<file path="src/rtl/float_pkg.sv">
// ============================================================================
// Module : float_pkg
// Brief  : Shared binary64 field layout, FSM states and done-reason codes.
// Rev    : 1.0  initial release
// ============================================================================
`default_nettype none

package float_pkg;

   localparam int EXP_W   = 11;
   localparam int FRAC_W  = 52;
   localparam int EXP_MAX = 2047;

   typedef struct packed {
      logic              sign;
      logic [EXP_W-1:0]  exp;
      logic [FRAC_W-1:0] frac;
   } f64_t;

   typedef enum logic [1:0] {
      ST_IDLE = 2'd0,
      ST_RUN  = 2'd1,
      ST_DONE = 2'd2
   } state_t;

   typedef enum logic [2:0] {
      DR_NONE     = 3'd0,
      DR_OVERFLOW = 3'd1,
      DR_SPECIAL  = 3'd2,
      DR_ZERO     = 3'd3,
      DR_LIMIT    = 3'd4
   } done_reason_t;

   function automatic logic is_special(input f64_t f);
      return f.exp == EXP_W'(EXP_MAX);
   endfunction

   function automatic logic is_zero(input f64_t f);
      return (f.exp == '0) && (f.frac == '0);
   endfunction

endpackage

`default_nettype wire

</file>
<file path="src/rtl/f64_double_step.sv">
// ============================================================================
// Module : f64_double_step
// Brief  : Combinational exact x2 of a finite binary64 value, flags overflow.
// Rev    : 1.0  initial release
// ============================================================================
`default_nettype none

module f64_double_step
   import float_pkg::*;
(
   input  f64_t in_i,
   output f64_t out_o,
   output logic ovf_o
);

   logic [EXP_W+FRAC_W-1:0] w_mag;

   always_comb begin
      out_o = in_i;
      ovf_o = 1'b0;
      w_mag = {in_i.exp, in_i.frac};
      if (in_i.exp == '0) begin
         // Subnormal: shifting the whole magnitude lets frac[51] carry into exp[0].
         w_mag      = {in_i.exp, in_i.frac} << 1;
         out_o.exp  = w_mag[EXP_W+FRAC_W-1:FRAC_W];
         out_o.frac = w_mag[FRAC_W-1:0];
      end else begin
         out_o.exp = in_i.exp + 1'b1;
         if (in_i.exp == EXP_W'(EXP_MAX - 1)) begin
            out_o.frac = '0;
            ovf_o      = 1'b1;
         end
      end
   end

endmodule

`default_nettype wire

</file>
<file path="src/rtl/f64_doubler.sv">
// ============================================================================
// Module : f64_doubler
// Brief  : Repeated exact doubling of a binary64 value with step counting.
// Rev    : 1.0  initial release
// ============================================================================
`default_nettype none

module f64_doubler
   import float_pkg::*;
#(
   parameter int MAX_STEPS = 2100,
   parameter int CNT_W     = 64
) (
   input  logic             clk,
   input  logic             rst,
   input  logic             start_valid,
   output logic             start_ready,
   input  logic [63:0]      start_value,
   input  logic             step_en,
   output logic [63:0]      value,
   output logic             value_valid,
   output logic [CNT_W-1:0] step_count,
   output logic             done,
   output logic [2:0]       done_reason
);

   if (MAX_STEPS < 1 || (CNT_W < 64 && 64'(MAX_STEPS) >= (64'd1 << CNT_W))) begin : g_cnt_bad
      $error("f64_doubler: MAX_STEPS must lie in [1, 2**CNT_W)");
   end

   state_t         state_q, state_d;
   f64_t           value_q, value_d;
   logic           valid_q, valid_d;
   logic [CNT_W-1:0] count_q, count_d;
   done_reason_t   reason_q, reason_d;

   f64_t           w_step;
   logic           w_ovf;
   logic [CNT_W-1:0] w_cnt_inc;
   f64_t           w_start;

   assign w_start   = f64_t'(start_value);
   assign w_cnt_inc = count_q + 1'b1;

   f64_double_step u_step (
      .in_i  (value_q),
      .out_o (w_step),
      .ovf_o (w_ovf)
   );

   always_ff @(posedge clk or posedge rst) begin
      if (rst) begin
         state_q  <= ST_IDLE;
         value_q  <= '0;
         valid_q  <= 1'b0;
         count_q  <= '0;
         reason_q <= DR_NONE;
      end else begin
         state_q  <= state_d;
         value_q  <= value_d;
         valid_q  <= valid_d;
         count_q  <= count_d;
         reason_q <= reason_d;
      end
   end

   always_comb begin
      state_d  = state_q;
      value_d  = value_q;
      valid_d  = 1'b0;
      count_d  = count_q;
      reason_d = reason_q;
      case (state_q)
         ST_IDLE, ST_DONE: begin
            if (start_valid) begin
               value_d  = w_start;
               count_d  = '0;
               reason_d = DR_NONE;
               if (is_special(w_start)) begin
                  state_d  = ST_DONE;
                  reason_d = DR_SPECIAL;
               end else if (is_zero(w_start)) begin
                  state_d  = ST_DONE;
                  reason_d = DR_ZERO;
               end else begin
                  state_d  = ST_RUN;
               end
            end
         end
         ST_RUN: begin
            if (step_en) begin
               value_d = w_step;
               count_d = w_cnt_inc;
               valid_d = 1'b1;
               // Overflow takes priority over the step limit on the same step.
               if (w_ovf) begin
                  state_d  = ST_DONE;
                  reason_d = DR_OVERFLOW;
               end else if (w_cnt_inc == CNT_W'(MAX_STEPS)) begin
                  state_d  = ST_DONE;
                  reason_d = DR_LIMIT;
               end
            end
         end
         default: state_d = ST_IDLE;
      endcase
   end

   assign start_ready = (state_q != ST_RUN);
   assign value       = value_q;
   assign value_valid = valid_q;
   assign step_count  = count_q;
   assign done        = (state_q == ST_DONE);
   assign done_reason = reason_q;

endmodule

`default_nettype wire

</file>
<file path="config.mk">
export PLATFORM = sky130hd
export DESIGN_NAME = f64_doubler
export DESIGN_NICKNAME = d
export VERILOG_FILES = /design/src/rtl/float_pkg.sv /design/src/rtl/f64_double_step.sv /design/src/rtl/f64_doubler.sv
export SDC_FILE = /design/constraint.sdc
export NUM_CORES = 1
export LEC_CHECK = 0
export BUFFER_PORTS_ARGS = -buffer_cell sky130_fd_sc_hd__buf_2
export CORE_UTILIZATION = 24
export CTS_CLUSTER_SIZE = 10
export DETAILED_ROUTE_END_ITERATION = 7
export GPL_ROUTABILITY_DRIVEN = 0
export PLACE_DENSITY = 0.43
export SLEW_MARGIN = 20
export SYNTH_ARGS = -nofsm -noshare
export SYNTH_HDL_FRONTEND = slang
export SYNTH_SLANG_ARGS = --single-unit
export TNS_END_PERCENT = 1
</file>
<file path="constraint.sdc">
create_clock -name clk -period 7.65 [get_ports clk]
set_clock_uncertainty 0.05 [all_clocks]
set_input_delay 1.53 -clock clk [delete_from_list [all_inputs] [get_ports clk]]
set_output_delay 1.53 -clock clk [all_outputs]
set_load 0.05 [all_outputs]
</file>
Word level (Yosys, flattened, before mapping)
Index checks and enable logic that the tools add are counted.
{ "word_totals": {"regBits": 134, "latch_bits": 0, "ram_bits": 0, "mem_bits_ro": 0, "memories": 0} }
{ "classes": {"n_addsub": 2, "mul": 0, "div": 0, "magnitude_cmp": 0, "eq_ne": 10, "shifts": 0, "n_mux": 26, "n_bitwise": 1, "reduce_logical": 12} }
{ "op_table": {"columns": ["cell", "count"], "rows": [
  ["$pmux W64 S2", 2],
  ["$mux W64", 3],
  ["$mux W63", 2],
  ["$add A64 B1 Y64 const B", 1],
  ["$eq A64 B12 Y1 const B", 1],
  ["$logic_not A52 Y1", 1],
  ["$mux W52", 1],
  ["$eq A11 B11 Y1 const B", 2],
  ["$logic_not A11 Y1", 2],
  ["$mux W2", 8],
  ["$mux W3", 4],
  ["$add A11 B1 Y11 const B", 1],
  ["$reduce_and A3 Y1", 3],
  ["$reduce_and A4 Y1", 2],
  ["$pmux W3 S2", 1],
  ["$mux W1", 4],
  ["$ne A2 B2 Y1 const B", 2],
  ["$pmux W2 S2", 1],
  ["$ne A3 B1 Y1 const B", 1],
  ["$ne A3 B2 Y1 const B", 1],
  ["$eq A2 B1 Y1 const B", 1],
  ["$eq A2 B2 Y1 const B", 1],
  ["$logic_not A2 Y1", 1],
  ["$ne A2 B1 Y1 const B", 1],
  ["other kinds (4)", 4]
]} }

Longest topological paths before layout
Gate-level depths: netlist (run 1).
{ "logic_depth": {"word_depth": 6, "ltp_mapped": 12} }

Cells and area by module
A second synthesis (run 1) with hierarchy kept.
{ "hier_totals": {"hier_cells": 1268, "hier_area_um2": 9935.8} }
{ "modules_own_cells": {"columns": ["mod", "n_inst", "cells_per_inst", "area_each_um2", "seq_area_each_um2"], "rows": [
  ["f64_doubler", 1, 1033, 8090.3, 3353.2],
  ["f64_double_step", 1, 235, 1845.5, 0.0]
]} }

Least setup slack after synthesis (run 1)
Ideal clock, no wire load.
{ "synth_timing": {"kind": "register to register", "startpoint": "reg count_q[10], in the netlist step_count[10]", "endpoint": "reg state_q[0]", "arrival_time_ns": 3.469, "path_slack_ns": 3.971, "stages_incl_launch_ff": 11, "n_path_buf": 1, "cell_sequence": "dfrtp_1 buf_2 nand4_4 nor4_1 and3_1 xnor2_1 nand2_1 or4_1 or4_4 nor4_4 o221ai_1"} }
{ "synth_via": {"elab_chain_cells": 4} }
{ "synth_lines": {"columns": ["item", "line", "source"], "rows": [
  ["from (decl)", "f64_doubler.sv:34", "logic [CNT_W-1:0] count_q, count_d;"],
  ["from (signal assigned)", "f64_doubler.sv:62", "count_q <= count_d;"],
  ["$add A64 B1 Y64", "f64_doubler.sv:43", "assign w_cnt_inc = count_q + 1'b1;"],
  ["$eq A64 B12 Y1", "f64_doubler.sv:99", "end else if (w_cnt_inc == CNT_W'(MAX_STEPS)) begin"],
  ["$ne A3 B2 Y1 (no line)", null, null],
  ["$reduce_and A3 Y1 (no line)", null, null],
  ["to (signal assigned)", "f64_doubler.sv:59", "state_q <= state_d;"],
  ["to (decl)", "f64_doubler.sv:31", "state_t state_q, state_d;"]
]} }
Every way passes these cells.
A chain may end at the register's enable or synchronous reset.

Worst setup path in the final report (run 1)
{ "layout_timing": {"startpoint": "reg count_q[0], in the netlist step_count[0]", "endpoint": "reg state_q[0]"} }
Same word-level chain as after synthesis.

==> results of run 1 <==
## cells by family (layout without fill, tap and decap cells)
group                    Yosys count  count (layout)  synth area share, %
AO/OA/AOI/OAI                    297             297                 19.2
flip-flops                       134             134                 38.9
buffers and inverters            105             258                 4.93
adder cells (fa/ha/maj)            5               5                0.727
AND/OR/NAND/NOR                  506             506                 31.8
XOR/XNOR                          40              40                 4.07
multiplexers                       3               3                0.363
## worst paths after layout
kind	start	end	slack, ps	cells past startpoint
setup / recovery	step_count[0]	state_q[0]	3300	10
hold / removal	value[11]	value[11]	450	2
setup reg to reg	step_count[0]	state_q[0]	3300	10
hold reg to reg	value[11]	value[11]	450	2
max in group asynchronous	rst	step_count[45]	5300	3
min in group asynchronous	rst	value[63]	1120	2
## layout by cell type (no fill, tap or decap), types with 17 or more instances in the layout
cell,netlist,layout
a21oi_1,86,86
and3_1,68,68
buf_2,15,201
clkbuf_16,0,17
dfrtp_1,134,134
nand2_1,168,167
nand3_1,49,49
nand4_1,46,46
nor2_1,46,46
nor3_1,26,26
nor4_1,31,30
o21ai_0,146,145
o31ai_1,24,24
xnor2_1,24,24
## state kept, by name, indices dropped and copies added (netlist names)
| signal | cells |
|---|---|
| done_reason | 3 |
| state_q | 2 |
| step_count | 64 |
| value | 64 |
| value_valid | 1 |
## critical path, cell delays in order (launching register included)
cell      delay (ps)
dfrtp_1          480
ha_1             270
and3_1           320
and3_1           330
nand3_1          290
nor3_1           660
nand2_1          140
xor2_1           280
or4b_2           680
nor4_4           520
o221ai_1         170
## cell type report
cell class	instances	area share, %
Timing Repair Buffer	211	10.3
Multi-Input combinational cell	851	46.0
Tap cell	461	5.46
Clock buffer	21	4.36
Sequential cell	134	31.7
Clock inverter	11	1.65
Inverter	15	0.580
## per-stage QoR
stage                     area [um2]  setup WS [ps]  total power [mW]  util, %
after floorplan                 8610           2490              1.02        -
after global placement          9930           3440              1.14     28.1
after detailed placement        9930           3410              1.13     28.1
after CTS                      10600           3370              2.06     29.9
after global routing           10600           3120              2.12     29.9
final                          10600           3300              2.03     29.9
## power breakdown
group | switching [mW] | internal (mW)
logic | 0.251 | 0.0818
clock network | 0.346 | 0.565
registers | 0.0496 | 0.735
## per-layer routing
metal / track usage (%) / up-vias / wire, um
li1: - / 4258 / -
met3: 4.46 / 47 / 2240
met2: 30.5 / 291 / 15900
met5: 0 / - / 41
met1: 25.4 / 4286 / 15400
met4: 6.26 / 6 / 771
==> flow_summary.toml, run 1 <==
[clocking]
clkTransAtPathRegs_ps = 70
cts_tree = "built"
clock_latency_ps = 430
htree_levels = 4
cts_resized = 0
cts_setup_buffers = 0
postCtsHoldBufs = 0
clockBufferDepth = 2
clock-sinks = 134
cts_buffers = 17
cts-root-buf = "clkbuf_16"

[setup_path]
start_kind = "flop"
worst_setup_path_end_kind = "flop"
crit_fanout = 8
worstPathArrival_ps = 4580
cp.required_ps = 7880
crit_type = "reg2reg"

[synthesis]
synth_edf_count = 0
ys_seq_area_share_pct = 38.9
yosysTopAreaCell = "dfrtp_1"
syn_inst = 1090
async_flop_share_pct = 100
synthFlopType = "dfrtp_1"
avgSynthCellArea_um2 = 7.90
ys_ff_latch = 134
syn_nets = 1163
syn_area_um2 = 8610
synth_top_cells_by_count = "168 x nand2_1, 146 x o21ai_0, 134 x dfrtp_1"
yosysMostFrequentCell = "nand2_1"
yosysWarnings = 0
synth_top_cell_area_share_pct = 38.9
synth_top_cells_by_area = "dfrtp_1 39%, o21ai_0 8.5%, nand2_1 7.3%, a21oi_1 5.0%, and3_1 4.9%"
synth.distinct_cells = 60

[global_route]
antenna_found_initial = 5
grtUsageTotal_pct = 19.1
overflow = 0
grt_pass1_wl_um = 53500
grt_max_degree = 104
grt_pass1_vias = 8687

[layout]
seqCellArea_um2 = 3350
area_delta_synth_final_pct = 22.8
num-fill-cells = 3846
drive_gt1_share_pct = 21.7
num_antenna_cells = 0
multiInputGateArea_um2 = 4860
num-nets-final = 1303
final_cell_count_no_fill = 1704

[timing]
max-slew-margin-rel_pct = 36.0
final_hold_viol_count = 0
rsz0062_at_grt = "false"
tightestPinTransition_ps = 951
fin_tns_setup_ps = 0
finalCriticalPeriod_ps = 4350
holdWs_ps = 446
timing.fmax_ghz = 0.230
slew_violations = 0
period_share_pct = 56.8
setup_viol = 0

[place]
numPortBuffers = 201
hpwl_um = 24300
place_inst = 1672

[route]
post_drt_wl_per_cell_um = 20.1
drtPass1Iterations = 5
drc = 0
first_iter_violations = 599
vias_per_cell = 5.22
vias = 8888
routed_wl_um = 34300
ant_nets = 0

[floorplanning]
initial_utilization_pct = 24.3
dieWidth_um = 191
fp-row-count = 69
core_um2 = 35400
ios = 202
die_h_um = 191
dieArea_um2 = 36600

[job]
drv_cap = 0

[power_and_ir_drop]
power-per-cell-area_nw_per_um2 = 192
power_leakage_nw = 4.84
ir_drop_mv = 0.144

[min_path]
hold_path_class = "reg2reg"

[status]
status = "complete, no violations"
(Power assumes the default switching activity.)
==> run 2: changes to the inputs <==
--- a/config.mk
+++ b/config.mk
@@ -5,12 +5,13 @@
 export SDC_FILE = /design/constraint.sdc
 export NUM_CORES = 1
 export LEC_CHECK = 0
+export ABC_AREA = 1
 export BUFFER_PORTS_ARGS = -buffer_cell sky130_fd_sc_hd__buf_2
 export CORE_UTILIZATION = 24
 export CTS_CLUSTER_SIZE = 10
 export DETAILED_ROUTE_END_ITERATION = 7
 export GPL_ROUTABILITY_DRIVEN = 0
-export PLACE_DENSITY = 0.43
+export PLACE_DENSITY = 0.44
 export SLEW_MARGIN = 20
 export SYNTH_ARGS = -nofsm -noshare
 export SYNTH_HDL_FRONTEND = slang
==> constraint.sdc (replaced) <==
create_clock -name clk -period 3.9 [get_ports clk]
set_clock_uncertainty 0.05 [all_clocks]
set_input_delay 0.78 -clock clk [delete_from_list [all_inputs] [get_ports clk]]
set_output_delay 0.78 -clock clk [all_outputs]
set_load 0.05 [all_outputs]
==> run 2 against run 1 <==
  * Hold slack lost 100 ps
  * Die area is 0.30% lower
  * Wire length fell by 3.8%
  * Clock-buffer cell count down 3
  * First-iteration DRC count grew 1.0%
  * Setup slack worse by 2300 ps
  * Sequential share of layout area fell by 0.19 points
  * Design area is 0.60% higher
  * Total power rose to 3.2 times the previous value
  * Critical path type unchanged
==> flow_summary.toml, run 2 <==
[layout]
final_area_um2 = 10600
num-fill-cells = 3926
area_delta_synth_final_pct = 23.9
drive_gt1_share_pct = 19.5
num-nets-final = 1531
mostFrequentLayoutCells = "338 x nand2_1, 210 x nor2_1, 201 x buf_2"
final_common_cell = "nand2_1"
final_util_pct = 30.5

[route]
drc = 0
ant_nets = 0
post_drt_wl_per_cell_um = 17.1
first_iter_violations = 605
vias_per_cell = 4.69
routed_wl_um = 33000
vias = 9032
drtPass1Iterations = 5

[power_and_ir_drop]
power-per-cell-area_nw_per_um2 = 614
power_leakage_nw = 5.16
ir_drop_mv = 0.320
power.total_mw = 6.53

[global_route]
grtUsageTotal_pct = 18.5
antenna_found_initial = 1
grt_pass1_vias = 8772
overflow = 0
grt_pass1_wl_um = 51200
grt_max_degree = 86

[timing]
timing.fmax_ghz = 0.340
period_share_pct = 75.4
holdWs_ps = 343
final_hold_viol_count = 0
rsz0062_at_grt = "false"
slew_violations = 0
finalCriticalPeriod_ps = 2940
fin_tns_setup_ps = 0
tightestPinTransition_ps = 1060
max-slew-margin-rel_pct = 29.2
setup_viol = 0

[setup_path]
r2r_start = "step_count[1]"
r2r_slack_ps = 960
start_kind = "flop"
r2r_cells = 20
crit_fanout = 11
regToRegEndpoint = "done_reason[0]"
cp.required_ps = 4170
worst_setup_path_end_kind = "flop"
worstPathArrival_ps = 3220
crit_type = "reg2reg"

[clocking]
cts_buffers = 17
clock-sinks = 134
clockBufferDepth = 2
cts_tree = "built"
clkTransAtPathRegs_ps = 60
postCtsHoldBufs = 0
cts-root-buf = "clkbuf_16"
htree_levels = 4
clock_latency_ps = 440
cts_setup_buffers = 0
cts_resized = 0

[place]
numPortBuffers = 201
placed_cell_area_um2 = 10100
hpwl_um = 25300

[synthesis]
synthFlopType = "dfrtp_1"
synthSimpleGateAreaFrac_pct = 35.2
synth_top_cells_by_count = "341 x nand2_1, 211 x nor2_1, 170 x inv_1"
synthAdderAreaFrac_pct = 0.729
ys_ff_latch = 134
syn_inst = 1270
synth_edf_count = 0
async_flop_share_pct = 100
synth_top_cells_by_area = "dfrtp_1 39%, nand2_1 15%, nor2_1 9.2%, inv_1 7.4%, nand3_1 3.3%"
ys_seq_area_share_pct = 39.1
yosysMostFrequentCell = "nand2_1"
muxShareOfSynthArea_pct = 0.131
syn_area_um2 = 8580
yosysTopAreaCell = "dfrtp_1"
synth_top_family_by_area = "simple AND/OR/NAND/NOR gates"
synth_top_cell_area_share_pct = 39.1
syn_nets = 1343
synth_compound_area_share_pct = 13.5
synth.distinct_cells = 41
avgSynthCellArea_um2 = 6.76
synth_xor_area_share_pct = 1.52
yosysWarnings = 0

[job]
drv_cap = 0

[floorplanning]
core_um2 = 34900
fp-row-count = 68
ios = 202
dieArea_um2 = 36500
dieWidth_um = 191
die_h_um = 191
initial_utilization_pct = 24.6

[min_path]
hold_path_class = "in2async"

[status]
status = "complete, no violations"
[run 2: routing by layer]
metal  wire, um  track usage (%)  up-vias
li1           -                -     4501
met5          0                0        -
met4        632             4.98        0
met1      14600             23.4     4201
met2      15200             30.2      293
met3       2590             5.67       37
[run 2: cells by family after synthesis]
group,Yosys count
simple gates,703
buf+inv,218
fa+ha+maj,5
mux,1
compound gates,195
xor+xnor,14
flops,134
[run 2: worst max path at each step]
| stage | startpoint | cells past startpoint | endpoint |
|---|---|---|---|
| 4_1_cts | step_count[1] | 18 | done_reason[0] |
| 5_1_grt | step_count[1] | 18 | done_reason[2] |
| 3_3_place_gp | step_count[1] | 18 | done_reason[0] |
| 2_1_floorplan | step_count[1] | 19 | done_reason[0] |
| 3_5_place_dp | step_count[1] | 18 | done_reason[2] |
| 6_report | step_count[1] | 20 | done_reason[0] |
[run 2: through the flow]
step | setup WS [ps] | cells
2_1_floorplan | 1250 | 1270
3_3_place_gp | 1020 | 1894
3_5_place_dp | 961 | 1894
4_1_cts | 921 | 1926
5_1_grt | 551 | 1926
6_report | 957 | 1927
[run 2: final cells by class]
class | count | area (um2) | area share (%)
multi-input combinational | 918 | 4410 | 41.5
inverter | 177 | 668 | 6.28
antenna | 1 | 2.50 | 0.0235
timing repair buffer | 210 | 1100 | 10.3
tap | 455 | 569 | 5.35
sequential | 134 | 3350 | 31.5
clock buffer | 18 | 429 | 4.04
clock inverter | 14 | 103 | 0.965
[run 2: power by group]
| part | internal [mW] | switching, mW | leakage (nW) |
|---|---|---|---|
| combinational | 0.720 | 2.19 | 3.35 |
| clock | 0.816 | 0.705 | 0.253 |
| sequential | 1.67 | 0.423 | 1.56 |
| total | 3.21 | 3.32 | 5.16 |
[run 2: worst max-delay path: stages (launching register included)]
cell and delay, ps:
dfrtp_1 460, ha_1 270, nand2_2 100, nor2_1 100, nand2_1 110, nor2_2 480, nand2_1 170, nand2_1 100
nand2_1 50, inv_1 70, nand2_1 50, nor2_1 90, nand2_1 50, nor2_1 90, nand2_1 70, nor2_2 120
nand2_2 100, nand2_4 90, nand2_2 70, nand2_1 90, nand2_1 50
==> run 3: changes to the inputs <==
==> constraint.sdc (replaced) <==
create_clock -name clk -period 2.6 [get_ports clk]
set_clock_uncertainty 0.05 [all_clocks]
set_input_delay 0.52 -clock clk [delete_from_list [all_inputs] [get_ports clk]]
set_output_delay 0.52 -clock clk [all_outputs]
set_load 0.05 [all_outputs]
==> run 3 against run 2 <==
  * The flow now finishes with violations (setup timing)
  * Combinational power rose by 78%
  * Utilization up 4.2 points
  * Sequential power up 44%
  * Fmax rose by 11%
  * Register-to-register slack worse by 1000 ps
  * Sequential cell count unchanged
  * Total power increased by 62%
  * Design area is 14% higher
  * Hold slack got worse by 84 ps
  * Non-clock buffer count increased by 153
  * Setup slack lost 1000 ps
  * Critical endpoint is now state_q[0]
==> flow_summary.toml, run 3 (synthesis gave the netlist of run 2 again) <==
[clocking]
clock-sinks = 134
cts_tree = "built"
cts_buffers = 17
clkTransAtPathRegs_ps = 70
htree_levels = 4
clockBufferDepth = 2
cts-root-buf = "clkbuf_16"
clock_latency_ps = 450

[global_route]
grt_pass1_vias = 9492
grt_max_degree = 86
grt_pass1_wl_um = 54200
antenna_found_initial = 1
grtUsageTotal_pct = 19.6
overflow = 0

[layout]
final_common_cell = "nand2_1"
area_delta_synth_final_pct = 40.9
mostFrequentLayoutCells = "325 x nand2_1, 201 x buf_2, 186 x nor2_1"
num-nets-final = 1684
num-fill-cells = 3882
drive_gt1_share_pct = 30.3

[power_and_ir_drop]
ir_drop_mv = 0.458
power_leakage_nw = 6.02
power.total_mw = 10.5
power-per-cell-area_nw_per_um2 = 872

[route]
vias = 9666
ant_nets = 0
vias_per_cell = 4.65
drc = 0
first_iter_violations = 562
routed_wl_um = 35300
top_layer = "met4"
drtPass1Iterations = 7
dr_wl_met3_um = 2590
post_drt_wl_per_cell_um = 17.0
dr_wl_met2_um = 16600
met1_length_um = 15500

[floorplanning]
die_h_um = 191
ios = 202
dieWidth_um = 191
core_um2 = 34900
dieArea_um2 = 36500
fp-row-count = 68
initial_utilization_pct = 24.6

[setup_path]
crit_cells = 17
cp.required_ps = 2870
r2r_slack_ps = -50
path_cells = "nand2_1 > nor2_2 > nand2_1 > buf_4 > nor2_1 > nand2_1 > nand2_1 > nand2_1 > nor2_2 > nand2_1 > nor2_1 > nand2_2 > nor2_2 > nand2_2 > nand2_4 > buf_4 > o211ai_1"
cpMostUsedCell = "nand2_1"
r2r_cells = 17
start_kind = "flop"
worstPathArrival_ps = 2920
worst_setup_path_end_kind = "flop"
crit_type = "reg2reg"
crit_fanout = 6
worst_path_largest_cell_delay_ps = 490
path_buf_inv = 2
r2r_start = "step_count[27]"
slowest_stage = "dfrtp_1"
regToRegEndpoint = "state_q[0]"
path_delay_family = "simple AND/OR/NAND/NOR gates"

[timing]
tightestPinTransition_ps = 536
holdWs_ps = 259
final_hold_viol_count = 0
finalCriticalPeriod_ps = 2650
timing.fmax_ghz = 0.378
fin_ws_ps = -48.8
slew_violations = 0
period_share_pct = 102
rsz0062_at_grt = "true"
setup_viol = 5
max-slew-margin-rel_pct = 64.3

[job]
drv_cap = 0

[place]
hpwl_um = 27200
place_ws_ps = -324
numPortBuffers = 201

[status]
violations = "setup timing"
status = "complete, but fails checks"

[min_path]
hold_depth = 2
hold_path.startpoint = "start_value[63]"
min_to = "value[63]"
hold_path_class = "in2reg"
==> run 3: cell types whose count changed in the layout (fill, tap and decap cells not counted), sizes merged <==
cell,delta
inv,-1
clkinvlp,-1
buf,+151
dlygate4sd3,+1
clkinv,-2
clkbuf,+4
==> run 3: power breakdown <==
part | internal [mW] | switching [mW] | leakage, nW
clock network | 1.29 | 1.06 | 0.262
logic | 1.58 | 3.59 | 4.21
registers | 2.52 | 0.510 | 1.54
total | 5.39 | 5.16 | 6.02
==> run 3: repair_timing <==
action                                 CTS  global route
pin swaps                                7            19
endpoints found under the hold margin    2             0
setup buffers                            7             5
setup endpoints to repair                5             5
hold buffers                             1             0
gates cloned                             0             1
resized for setup                       35            30
==> run 3: per-stage QoR <==
| step | cell area (um2) | TNS, ps | util, % | instances |
|---|---|---|---|---|
| after floorplan | 8590 | -196 | - | 1270 |
| after global placement | 11200 | -1670 | 32.2 | 2033 |
| after detailed placement | 11200 | -1470 | 32.2 | 2033 |
| after CTS | 11900 | 0 | 34.2 | 2072 |
| after global routing | 12100 | -1010 | 34.7 | 2078 |
| final | 12100 | -142 | 34.7 | 2079 |
==> run 3: worst max path at each step <==
| stage | from | endpoint |
|---|---|---|
| final | step_count[27] | state_q[0] |
| after global routing | step_count[0] | done_reason[2] |
| after CTS | step_count[5] | done_reason[2] |
| after detailed placement | step_count[0] | done_reason[1] |
| after global placement | step_count[0] | done_reason[2] |
| after floorplan | step_count[1] | done_reason[0] |
==> run 3: area by class of cell <==
type / instances / area, um2 / share of cell area [%]
clock buffer: 21 / 470 / 3.89
clock inverter: 10 / 72.6 / 0.600
sequential: 134 / 3360 / 27.8
multi-input combinational: 918 / 4590 / 38.0
timing repair buffer: 363 / 2350 / 19.5
antenna: 1 / 2.50 / 0.0207
inverter: 177 / 668 / 5.53
tap: 455 / 569 / 4.71
==> run 3: worst register-to-register path, cell delays in order (launching register included) <==
cell and delay (ps):
dfrtp_1 490, nand2_1 120, nor2_2 200, nand2_1 110
buf_4 160, nor2_1 160, nand2_1 70, nand2_1 50
nand2_1 100, nor2_2 160, nand2_1 90, nor2_1 110
nand2_2 100, nor2_2 130, nand2_2 100, nand2_4 120
buf_4 110, o211ai_1 70
==> run 3: routing by layer <==
metal	global-route usage [%]	vias up
met5	0	-
met4	5.34	0
met1	25.0	4505
met3	5.43	29
met2	32.1	320
li1	-	4812
